<file path="src/rtl/unique0_dr.sv">
// JTAG data-register bank between the TAP controller and the AXI master of the JTAG-to-AXI bridge.
// Captures, shifts and updates the selected DR; TDO comes from negedge-retimed copies of the shift state.
module unique0_dr #(
    parameter logic [31:0] IDCODE_VAL   = 32'hBADC0FFE,
    parameter int          IC_RST_WIDTH = 4,
    parameter int          ADDR_W       = 32,
    parameter int          DATA_W       = 32,
    parameter int          CTRL_W       = 16,
    parameter int          STATUS_W     = 40
) (
    input  logic                    tck,
    input  logic                    trstn,
    input  logic                    tdi,
    output logic                    tdo,
    input  logic [3:0]              tap_state,
    input  logic [3:0]              ir_dec,
    output logic [IC_RST_WIDTH-1:0] ic_rst,
    input  logic [STATUS_W-1:0]     jtag_status_i,
    output logic                    axi_status_rd_o,
    output logic [ADDR_W-1:0]       axi_addr_o,
    output logic [DATA_W-1:0]       axi_data_wr_o,
    output logic [CTRL_W-1:0]       axi_ctrl_o,
    output logic                    axi_req_new_o
);

    function automatic int max2(input int a, input int b);
        return (a > b) ? a : b;
    endfunction

    localparam int SR_W = max2(max2(max2(ADDR_W, DATA_W), max2(CTRL_W, STATUS_W)), IC_RST_WIDTH);

    if (IC_RST_WIDTH > SR_W) begin : g_bad_ic_rst_width
        $error("IC_RST_WIDTH must not exceed the shared shift register width");
    end

    localparam logic [3:0] TAP_CAPTURE_DR = 4'h3;
    localparam logic [3:0] TAP_SHIFT_DR   = 4'h4;
    localparam logic [3:0] TAP_UPDATE_DR  = 4'h8;

    localparam logic [3:0] IR_SAMPLE   = 4'h1;
    localparam logic [3:0] IR_IDCODE   = 4'h3;
    localparam logic [3:0] IR_ADDR     = 4'h4;
    localparam logic [3:0] IR_DATA_W   = 4'h5;
    localparam logic [3:0] IR_CTRL     = 4'h6;
    localparam logic [3:0] IR_STATUS   = 4'h7;
    localparam logic [3:0] IR_IC_RESET = 4'hC;
    localparam logic [3:0] IR_BYPASS   = 4'hF;

    logic                    bypass_q,    bypass_d;
    logic [31:0]             idcode_q,    idcode_d;
    logic [SR_W-1:0]         sr_q,        sr_d;
    logic [ADDR_W-1:0]       addr_q,      addr_d;
    logic [DATA_W-1:0]       data_wr_q,   data_wr_d;
    logic [CTRL_W-1:0]       ctrl_q,      ctrl_d;
    logic [IC_RST_WIDTH-1:0] ic_rst_q,    ic_rst_d;
    logic                    req_new_q,   req_new_d;
    logic                    status_rd_q, status_rd_d;

    logic                    bypass_n_q;
    logic [31:0]             idcode_n_q;
    logic [SR_W-1:0]         sr_n_q;

    // NOTE: every _d is given its hold value first so no path through this block can infer a latch.
    always_comb begin
        bypass_d    = bypass_q;
        idcode_d    = idcode_q;
        sr_d        = sr_q;
        addr_d      = addr_q;
        data_wr_d   = data_wr_q;
        ctrl_d      = ctrl_q;
        ic_rst_d    = ic_rst_q;
        req_new_d   = 1'b0;
        status_rd_d = 1'b0;
        case (tap_state)
            TAP_CAPTURE_DR: begin
                case (ir_dec)
                    IR_BYPASS:   bypass_d = 1'b0;
                    IR_IDCODE:   idcode_d = IDCODE_VAL;
                    IR_SAMPLE:   sr_d     = '0;
                    IR_IC_RESET: sr_d[IC_RST_WIDTH-1:0] = ic_rst_q;
                    IR_ADDR:     sr_d[ADDR_W-1:0]       = addr_q;
                    IR_DATA_W:   sr_d[DATA_W-1:0]       = data_wr_q;
                    IR_CTRL:     sr_d[CTRL_W-1:0]       = ctrl_q;
                    IR_STATUS:   sr_d[STATUS_W-1:0]     = jtag_status_i;
                    default: ;
                endcase
            end
            TAP_SHIFT_DR: begin
                // Each DR shifts only its own low w bits; the rest of sr is left as is.
                case (ir_dec)
                    IR_BYPASS:   bypass_d = tdi;
                    IR_IDCODE:   idcode_d = {tdi, idcode_q[31:1]};
                    IR_SAMPLE:   sr_d     = {tdi, sr_q[SR_W-1:1]};
                    IR_IC_RESET: sr_d[IC_RST_WIDTH-1:0] = {tdi, sr_q[IC_RST_WIDTH-1:1]};
                    IR_ADDR:     sr_d[ADDR_W-1:0]       = {tdi, sr_q[ADDR_W-1:1]};
                    IR_DATA_W:   sr_d[DATA_W-1:0]       = {tdi, sr_q[DATA_W-1:1]};
                    IR_CTRL:     sr_d[CTRL_W-1:0]       = {tdi, sr_q[CTRL_W-1:1]};
                    IR_STATUS:   sr_d[STATUS_W-1:0]     = {tdi, sr_q[STATUS_W-1:1]};
                    default: ;
                endcase
            end
            TAP_UPDATE_DR: begin
                case (ir_dec)
                    IR_IC_RESET: ic_rst_d  = sr_q[IC_RST_WIDTH-1:0];
                    IR_ADDR:     addr_d    = sr_q[ADDR_W-1:0];
                    IR_DATA_W:   data_wr_d = sr_q[DATA_W-1:0];
                    IR_CTRL: begin
                        ctrl_d    = sr_q[CTRL_W-1:0];
                        req_new_d = 1'b1;
                    end
                    IR_STATUS:   status_rd_d = 1'b1;
                    default: ;
                endcase
            end
            default: ;
        endcase
    end

    // NOTE: sequential state uses non-blocking assignments so all flops sample the same pre-edge values.
    always_ff @(posedge tck) begin
        if (!trstn) begin
            bypass_q    <= 1'b0;
            idcode_q    <= '0;
            sr_q        <= '0;
            addr_q      <= '0;
            data_wr_q   <= '0;
            ctrl_q      <= '0;
            ic_rst_q    <= '0;
            req_new_q   <= 1'b0;
            status_rd_q <= 1'b0;
        end else begin
            bypass_q    <= bypass_d;
            idcode_q    <= idcode_d;
            sr_q        <= sr_d;
            addr_q      <= addr_d;
            data_wr_q   <= data_wr_d;
            ctrl_q      <= ctrl_d;
            ic_rst_q    <= ic_rst_d;
            req_new_q   <= req_new_d;
            status_rd_q <= status_rd_d;
        end
    end

    // Half-cycle retime so TDO changes on the falling edge, as the TAP expects.
    always_ff @(negedge tck) begin
        if (!trstn) begin
            bypass_n_q <= 1'b0;
            idcode_n_q <= '0;
            sr_n_q     <= '0;
        end else begin
            bypass_n_q <= bypass_q;
            idcode_n_q <= idcode_q;
            sr_n_q     <= sr_q;
        end
    end

    always_comb begin
        tdo = 1'b0;
        if (tap_state == TAP_SHIFT_DR) begin
            case (ir_dec)
                IR_BYPASS: tdo = bypass_n_q;
                IR_IDCODE: tdo = idcode_n_q[0];
                IR_SAMPLE, IR_IC_RESET, IR_ADDR, IR_DATA_W, IR_CTRL, IR_STATUS: tdo = sr_n_q[0];
                default: ;
            endcase
        end
    end

    assign ic_rst          = ic_rst_q;
    assign axi_addr_o      = addr_q;
    assign axi_data_wr_o   = data_wr_q;
    assign axi_ctrl_o      = ctrl_q;
    assign axi_req_new_o   = req_new_q;
    assign axi_status_rd_o = status_rd_q;

endmodule

</file>
<file path="config.mk">
export PLATFORM = sky130hd
export DESIGN_NAME = unique0_dr
export DESIGN_NICKNAME = d
export VERILOG_FILES = /design/src/rtl/unique0_dr.sv
export SDC_FILE = /design/constraint.sdc
export NUM_CORES = 1
export LEC_CHECK = 0
export ABC_AREA = 1
export BUFFER_PORTS_ARGS = -buffer_cell sky130_fd_sc_hd__buf_2
export CAP_MARGIN = 30
export CORE_AREA = 2 2 143 145
export DETAILED_ROUTE_END_ITERATION = 12
export DIE_AREA = 0 0 145 147
export SLEW_MARGIN = 15
export SYNTH_ARGS = -nofsm -noshare
export SYNTH_HDL_FRONTEND = slang
export SYNTH_SLANG_ARGS = --single-unit
</file>
<file path="constraint.sdc">
create_clock -name tck -period 2.2 [get_ports tck]
set_input_delay 0 -clock tck [delete_from_list [all_inputs] [get_ports tck]]
set_output_delay 0 -clock tck [all_outputs]
set_load 0.01 [all_outputs]
</file>
; Yosys cells after proc, flatten, opt, wreduce, memory -nomap -nowiden
; Cells that the tools add are included.
[word_totals]
reg_bits = 162
out_inout_bits = 87
input_bits = 51
word_cells = 74
[classes]
n_reduce_logical = 17
n_mux = 19
eq_ne = 23
[ops]
columns = operator, count
row1 = $pmux W40 S2, 1
row2 = $mux W32, 2
row3 = $pmux W16 S4, 1
row4 = $pmux W32 S2, 1
row5 = $pmux W12 S5, 1
row6 = $pmux W16 S2, 1
row7 = $pmux W12 S2, 1
row8 = $pmux W4 S6, 1
row9 = $eq A4 B3 Y1 const B, 5
row10 = $reduce_and A3 Y1, 6
row11 = $pmux W8 S2, 1
row12 = $eq A4 B4 Y1 const B, 3
row13 = $reduce_and A2 Y1, 5
row14 = $eq A4 B2 Y1 const B, 2
row15 = $mux W8, 1
row16 = $pmux W4 S2, 1
row17 = $ne A7 B7 Y1 const B, 1
row18 = $ne A2 B2 Y1 const B, 3
row19 = $ne A3 B2 Y1 const B, 2
row20 = $ne A3 B3 Y1 const B, 2
row21 = $ne A6 B6 Y1 const B, 1
row22 = $reduce_or A6 Y1, 1
row23 = $mux W1, 5
row24 = $ne A5 B5 Y1 const B, 1
row25 = other kinds (8), 10

; Longest topological paths before layout
; Gate-level depths: netlist (run 1).
[depth]
depth_word = 4
depth_mapped = 10
ltp_nobuf = 10

==> results of run 1 <==
## Yosys cell counts, drive strengths merged
cell type	n	area share [%]
o21ai	191	14
nand2	169	9.4
dfxtp	162	47
a21oi	135	9.9
nor2	118	7.0
inv	67	3.7
nand3	47	3.6
buf	32	2.4
clkbuf	32	1.8
nand4	3	0.27
a31oi	2	0.18
a31o	1	0.13
nor3	1	0.24
## metrics by stage
step,std cells,setup WS (ns),cell area [um2]
floorplan,960,0.231,6830
global placement,1321,0.396,7720
detailed placement,1321,0.424,7720
CTS,1390,-0.0506,8680
global route,1390,-0.133,8690
finish,1390,-0.0415,8690
## power breakdown
group	total [uW]	internal [uW]	switching, uW
registers	2990	2960	24.9
clock network	3030	1850	1190
logic	350	141	209
total	6370	4950	1420
## final cells by class
type / count / area, um2 / area share (%)
clock buffer: 22 / 464 / 5.34
inverter: 66 / 248 / 2.85
multi-input combinational: 667 / 3070 / 35.3
timing repair buffer: 190 / 1190 / 13.7
tap: 270 / 338 / 3.89
sequential: 162 / 3240 / 37.3
clock inverter: 13 / 141 / 1.63
## worst max-delay path, cell delays in order (launching register included)
cell     delay [ns]
dfxtp_2        0.31
nand2_2        0.05
a31oi_2        0.18
buf_2          0.16
## flip-flops by register name, summed over array words and instances (netlist names)
name,cells
axi_data_wr_o,32
axi_addr_o,32
axi_req_new_o,1
idcode_n_q,1
idcode_q,32
axi_status_rd_o,1
sr_q,40
ic_rst,4
axi_ctrl_o,16
bypass_n_q,1
bypass_q,1
sr_n_q,1
## timing repair
item / 4_1_cts / 5_1_grt
hold buffers: 35 / 0
pin swaps: 0 / 1
hold endpoints to repair: 33 / 0
gates resized for setup: 0 / 4
endpoints found under the setup margin: 1 / 3
## cell usage in the layout (no fill, tap or decap), types with 3 or more instances in the layout
cell type / synthesis / final
o21ai_0: 114 / 114
nor2_4: 2 / 3
o21ai_1: 77 / 77
buf_2: 25 / 136
nand4_1: 3 / 3
clkbuf_1: 32 / 3
clkbuf_16: 0 / 17
bufinv_16: 0 / 3
nand2_1: 166 / 164
inv_1: 55 / 57
a21oi_1: 135 / 135
nand2_2: 3 / 5
dlygate4sd3_1: 0 / 35
nor2_1: 109 / 109
nand3_1: 45 / 45
inv_2: 12 / 13
buf_4: 3 / 18
nor2_2: 7 / 6
dfxtp_1: 162 / 161
clkinv_2: 0 / 3
## worst max path at each step
stage	startpoint	to	cells after the start
detailed placement	bypass_n_q	tdo	3
CTS	bypass_n_q	tdo	3
finish	sr_n_q[0]	tdo	3
global route	sr_n_q[0]	tdo	3
floorplan	trstn	sr_n_q[0]	5
global placement	bypass_n_q	tdo	3
## routing by layer
metal | global-route usage (%) | part of all wire (%) | up-vias
met1 | 26.0 | 48 | 3139
met5 | 0 | 0 | -
met3 | 4.32 | 4.6 | 19
met4 | 5.94 | 1.4 | 0
met2 | 30.6 | 46 | 165
li1 | - | - | 3473
## cells by family (layout without fill, tap and decap cells)
family / after synthesis / after routing / share of synthesized area (%)
compound gates: 329 / 329 / 24.2
buf+inv: 131 / 291 / 7.82
flops: 162 / 162 / 47.5
simple gates: 338 / 338 / 20.5
==> flow_metrics.env, run 1 <==
export IMPL_grt_pass1_wl_um=32900
export IMPL_nNetsFinal=1158
export IMPL_drv_cap=0
export IMPL_worstPathArrival_ns=2.24
export IMPL_path_clk_slew_ns=0.06
export IMPL_core_um2=19800
export IMPL_syn_to_final_growth_pct=27.2
export IMPL_clock_sinks=162
export IMPL_hold_viol_final=0
export IMPL_grt_overflow_total=0
export IMPL_wirelength_um=20400
export IMPL_hold_class="primary input to flip-flop"
export IMPL_startpoint_type="flip-flop"
export IMPL_drive_above_1_share_pct=19.3
export IMPL_rsz0062_at_grt="true"
export IMPL_synth_distinct_cells=21
export IMPL_gp_congestion=0.821
export IMPL_reg2reg_depth=2
export IMPL_post_drt_wl_per_cell_um=14.7
export IMPL_ys_warn_count=0
export IMPL_status="complete, but fails checks"
export IMPL_grt_pass1_vias=6194
export IMPL_ir_drop_uv=555
export IMPL_reg2reg_to="sr_n_q[0]"
export IMPL_crit_fanout=1
export IMPL_cts_max_path_buffers=2
export IMPL_vias=6796
export IMPL_slew_headroom_pct=50.7
export IMPL_ys_ff_latch=162
export IMPL_syn_num_nets=1011
export IMPL_cts_setup_buffers=0
export IMPL_syn_area_um2=6830
export IMPL_holdWs_ns=0.00368
export IMPL_p_per_area_nw_per_um2=733
export IMPL_nFillCells=2042
export IMPL_chipWidth_um=145
export IMPL_io_pin_count=138
export IMPL_die_h_um=147
export IMPL_r2r_slack_ns=0.58
export IMPL_worst_slew_pin_slew_ns=0.737
export IMPL_synth_area_per_cell_um2=7.11
export IMPL_fin_util_pct=43.8
export IMPL_grtUsageTotal_pct=19.2
export IMPL_cp_required_ns=2.20
export IMPL_setup_viol=1
export IMPL_routed_via_density=4.89
export IMPL_htreeDepth=4
export IMPL_std_cell_rows=52
export IMPL_dpl_hpwl_um=13400
export IMPL_insertion_delay_ns=0.44
export IMPL_num_antenna_cells=0
export IMPL_drcViolationCount=0
export IMPL_end_kind="primary output"
export IMPL_min_path_cells=5
export IMPL_cts_buffers=17
export IMPL_worstReg2RegStart="sr_q[0]"
export IMPL_clock_skew_final_ns=0.0245
export IMPL_drtIter0Drc=513
export IMPL_antenna_left=0
export IMPL_power_total_uw=6370
export IMPL_hold_path_end="sr_q[8]"
export IMPL_worst_slack_ns=-0.0415
export IMPL_drv_slew=0
export IMPL_grt_max_degree=149
export IMPL_initial_core_util_pct=34.4
export IMPL_violations="setup timing"
export IMPL_cts_tree="done"
export IMPL_syn_instance_count=960
export IMPL_synth_yosys_seq_area_share_pct=47.5
export IMPL_antenna_found_initial=0
export IMPL_crit_type="flip-flop to primary output"
export IMPL_p_leak_uw=0.00393
export IMPL_firstDrtPassIters=5
export IMPL_numPortBuffers=137
export IMPL_root_buffer="clkbuf_16"
export IMPL_dieArea_um2=21300
export IMPL_hp_start="jtag_status_i[8]"
export IMPL_tns_ns=-0.0415
No activity file was read; power rests on OpenSTA's default activity.
==> run 2: changes to the inputs <==
==> constraint.sdc (replaced) <==
create_clock -name tck -period 2.83 [get_ports tck]
set_input_delay 0 -clock tck [delete_from_list [all_inputs] [get_ports tck]]
set_output_delay 0 -clock tck [all_outputs]
set_load 0.01 [all_outputs]
==> flow_metrics.env, run 2 (synthesis gave the netlist of run 1 again) <==
export IMPL_status="complete, no violations"
export IMPL_final_cell_area_um2=8680
export IMPL_mostFrequentLayoutCells="166 x nand2_1, 162 x dfxtp_1, 136 x buf_2"
export IMPL_path_clk_slew_ns=0.06
export IMPL_end_kind="primary output"
export IMPL_grt_overflow_total=0
export IMPL_clock_sinks=162
export IMPL_grt_util_met3_pct=4.25
export IMPL_cp_required_ns=2.83
export IMPL_dpl_hpwl_um=13500
export IMPL_nNetsFinal=1159
export IMPL_startpoint_type="flip-flop"
export IMPL_drv_cap=0
export IMPL_hold_viol_final=0
export IMPL_dpl_instance_area_um2=7680
export IMPL_std_cell_rows=52
export IMPL_crit_fanout=1
export IMPL_htreeDepth=4
export IMPL_cts_max_path_buffers=2
export IMPL_syn_to_final_growth_pct=27.2
export IMPL_routed_via_density=4.82
export IMPL_grt_pass1_wl_um=33300
export IMPL_drv_slew=0
export IMPL_setup_viol=0
export IMPL_post_drt_wl_per_cell_um=14.9
export IMPL_ir_drop_uv=429
export IMPL_final_common_cell="nand2_1"
export IMPL_use_met2_pct=31.3
export IMPL_tns_ns=0
export IMPL_core_um2=19800
export IMPL_antenna_left=0
export IMPL_drive_above_1_share_pct=18.6
export IMPL_grt_pass1_vias=6321
export IMPL_vias=6705
export IMPL_slew_headroom_pct=51.3
export IMPL_dieArea_um2=21300
export IMPL_die_h_um=147
export IMPL_insertion_delay_ns=0.45
export IMPL_rsz0062_at_grt="false"
export IMPL_cts_tree="done"
export IMPL_p_per_area_nw_per_um2=569
export IMPL_regMostFlops="sr_q"
export IMPL_io_pin_count=138
export IMPL_grt_busiest_layer="met2"
export IMPL_cts_setup_buffers=0
export IMPL_worstPathArrival_ns=2.57
export IMPL_gp_congestion=0.888
export IMPL_antenna_found_initial=0
export IMPL_fin_util_pct=43.8
export IMPL_grt_max_degree=70
export IMPL_root_buffer="clkbuf_16"
export IMPL_wirelength_um=20700
export IMPL_chipWidth_um=145
export IMPL_drcViolationCount=0
export IMPL_clock_skew_final_ns=0.0284
export IMPL_crit_type="flip-flop to primary output"
export IMPL_largest_reg_flops=40
export IMPL_firstDrtPassIters=4
export IMPL_p_leak_uw=0.00393
export IMPL_numPortBuffers=137
export IMPL_initial_core_util_pct=34.4
export IMPL_num_antenna_cells=0
export IMPL_cts_buffers=17
export IMPL_cts_resized=0
export IMPL_ctsHoldBuffers=40
export IMPL_worst_slew_pin_slew_ns=0.729
export IMPL_drtIter0Drc=509
export IMPL_holdWs_ns=0.00842
export IMPL_grtUsageTotal_pct=19.4
export IMPL_hold_class="primary input to flip-flop"
export IMPL_grt_use_met1_pct=26.3
-- run 2: changes by cell type in the layout (fill, tap and decap cells not counted), sizes merged --
cell | previous run | this run
buf | 155 | 151
clkbuf | 22 | 19
clkinv | 3 | 4
clkinvlp | 2 | 4
dlygate4sd3 | 35 | 40
inv | 71 | 70
-- run 2: final timing paths --
kind,from,to,slack [ns],depth (start not counted)
max,bypass_n_q,tdo,0.26,3
min,jtag_status_i[8],sr_q[8],0.008,5
max reg2reg,sr_q[0],sr_n_q[0],0.92,2
min reg2reg,idcode_q[15],idcode_q[14],0.45,2
-- run 2: critical path, stage by stage, from the launching register on --
cell,delay [ns]
dfxtp_1,0.29
nand2_1,0.05
a31oi_1,0.19
buf_2,0.17
-- run 2: metrics by stage --
stage	power, uW	cells	setup WS (ns)
6_report	4940	1390	0.265
5_1_grt	5120	1390	0.191
4_1_cts	4980	1390	0.247
3_5_place_dp	2610	1317	0.723
3_3_place_gp	2610	1317	0.705
2_1_floorplan	2520	960	0.546
-- run 2: power by group --
part / internal [uW] / leakage, uW / switching, uW
logic: 107 / 0.00233 / 163
clock network: 1390 / 0.000293 / 960
registers: 2300 / 0.00131 / 19.0
-- run 2: layout make-up --
type,count,area (um2)
clock buffers,19,433
flip-flops and latches,162,3240
repair buffers,191,1190
clock inverters,15,171
inverters,66,248
fillers,2079,11200
well taps,270,338
multi-input cells,667,3060
-- run 2: metal layers --
| layer | wire length [um] | vias to the layer above | share of wire (%) |
|---|---|---|---|
| met5 | 0 | - | 0 |
| li1 | - | 3478 | - |
| met2 | 9480 | 156 | 46 |
| met3 | 923 | 16 | 4.5 |
| met1 | 10100 | 3055 | 49 |
| met4 | 258 | 0 | 1.2 |
==> run 3: changes to the inputs <==
--- a/config.mk
+++ b/config.mk
@@ -8,9 +8,9 @@
 export ABC_AREA = 1
 export BUFFER_PORTS_ARGS = -buffer_cell sky130_fd_sc_hd__buf_2
 export CAP_MARGIN = 30
-export CORE_AREA = 2 2 143 145
+export CORE_AREA = 2 2 160 162
 export DETAILED_ROUTE_END_ITERATION = 12
-export DIE_AREA = 0 0 145 147
+export DIE_AREA = 0 0 162 164
 export SLEW_MARGIN = 15
 export SYNTH_ARGS = -nofsm -noshare
 export SYNTH_HDL_FRONTEND = slang
==> flow_metrics.env, run 3 (synthesis gave the netlist of run 1 again) <==
export IMPL_status="complete, no violations"
export IMPL_tns_ns=0
export IMPL_slew_headroom_pct=51.6
export IMPL_hold_viol_final=0
export IMPL_worstPathArrival_ns=2.62
export IMPL_cts_max_path_buffers=2
export IMPL_antenna_found_initial=0
export IMPL_die_h_um=164
export IMPL_cpMaxStageDelayCell="dfxtp_1"
export IMPL_p_per_area_nw_per_um2=566
export IMPL_drive_above_1_share_pct=19.1
export IMPL_chipWidth_um=162
export IMPL_std_cell_rows=58
export IMPL_path_clk_slew_ns=0.06
export IMPL_ir_drop_uv=239
export IMPL_antenna_left=0
export IMPL_dpl_hpwl_um=14200
export IMPL_setup_viol=0
export IMPL_drv_slew=0
export IMPL_startpoint_type="flip-flop"
export IMPL_crit_chain="nand2_1 -> a31oi_1 -> buf_2"
export IMPL_rsz0062_at_grt="false"
export IMPL_syn_to_final_growth_pct=27.7
export IMPL_nNetsFinal=1155
export IMPL_vias=6821
export IMPL_grt_overflow_total=0
export IMPL_root_buffer="clkbuf_16"
export IMPL_insertion_delay_ns=0.45
export IMPL_io_pin_count=138
export IMPL_wirelength_um=21300
export IMPL_num_antenna_cells=0
export IMPL_cts_setup_buffers=0
export IMPL_htreeDepth=4
export IMPL_numPortBuffers=137
export IMPL_grtUsageTotal_pct=16.0
export IMPL_drcViolationCount=0
export IMPL_worst_slew_pin_slew_ns=0.726
export IMPL_slowest_delay_ns=0.31
export IMPL_grt_pass1_vias=6230
export IMPL_power_total_uw=4930
export IMPL_end_kind="primary output"
export IMPL_largest_reg_flops=40
export IMPL_regMostFlops="sr_q"
export IMPL_gp_congestion=0.844
export IMPL_hold_class="primary input to flip-flop"
export IMPL_drv_cap=0
export IMPL_holdWs_ns=0.0110
export IMPL_crit_family="flip-flops"
export IMPL_post_drt_wl_per_cell_um=14.8
export IMPL_cts_tree="done"
export IMPL_crit_type="flip-flop to primary output"
export IMPL_final_common_cell="nand2_1"
export IMPL_mostFrequentLayoutCells="166 x nand2_1, 162 x dfxtp_1, 136 x buf_2"
export IMPL_p_leak_uw=0.00390
export IMPL_clock_sinks=162
export IMPL_initial_core_util_pct=27.5
export IMPL_grt_max_degree=79
export IMPL_firstDrtPassIters=5
export IMPL_clock_skew_final_ns=0.0286
export IMPL_cp_required_ns=2.83
export IMPL_path_buf_inv=1
export IMPL_routed_via_density=4.71
export IMPL_grt_pass1_wl_um=33400
export IMPL_cts_buffers=17
export IMPL_dieArea_um2=26600
export IMPL_crit_fanout=1
export IMPL_core_um2=24800
export IMPL_drtIter0Drc=417
## run 3: power breakdown
part | total, uW | switching [uW] | internal [uW]
Clock | 2340 | 990 | 1350
Sequential | 2320 | 18.8 | 2300
Combinational | 274 | 166 | 108
Total | 4930 | 1170 | 3760
## run 3: worst paths after layout
path,from,to,slack (ns),cells past startpoint
worst max-delay path,idcode_n_q[0],tdo,0.21,3
worst min-delay path,jtag_status_i[4],sr_q[4],0.01,5
worst max register to register,bypass_q,bypass_n_q,0.93,2
worst min register to register,idcode_q[15],idcode_q[14],0.45,2
## run 3: timing repair
action	in CTS	in global routing
hold buffers	35	0
hold endpoints to repair	49	0
endpoints found under the setup margin	0	0
resized for setup	0	0
## run 3: cell type report
type / count / area, um2
inverters: 66 / 248
well taps: 330 / 413
clock inverters: 16 / 159
multi-input cells: 667 / 3060
fillers: 2701 / 16100
clock buffers: 19 / 447
flip-flops and latches: 162 / 3240
repair buffers: 187 / 1150
## run 3: metal layers
layer	vias up	part of all wire (%)	global-route usage, %
met2	181	46	25.6
li1	3477	-	-
met3	32	5.9	3.74
met4	0	1.9	5.75
met1	3131	46	21.1
met5	-	0	0
## run 3: worst min-delay path, delay by kind of cell
family	cells	cell delay [ns]
AO/OA/AOI/OAI	1	0.13
AND/OR/NAND/NOR	3	0.19
buffers and inverters	1	0.08
## run 3: per-stage QoR
step	instances	cell area [um2]	worst slack [ns]	util, %
final	1447	8720	0.205	35.1
after global routing	1447	8720	0.126	35.1
after CTS	1447	8720	0.152	35.1
after detailed placement	1378	7770	0.659	31.3
after global placement	1378	7770	0.642	31.3
after floorplan	960	6830	0.546	-
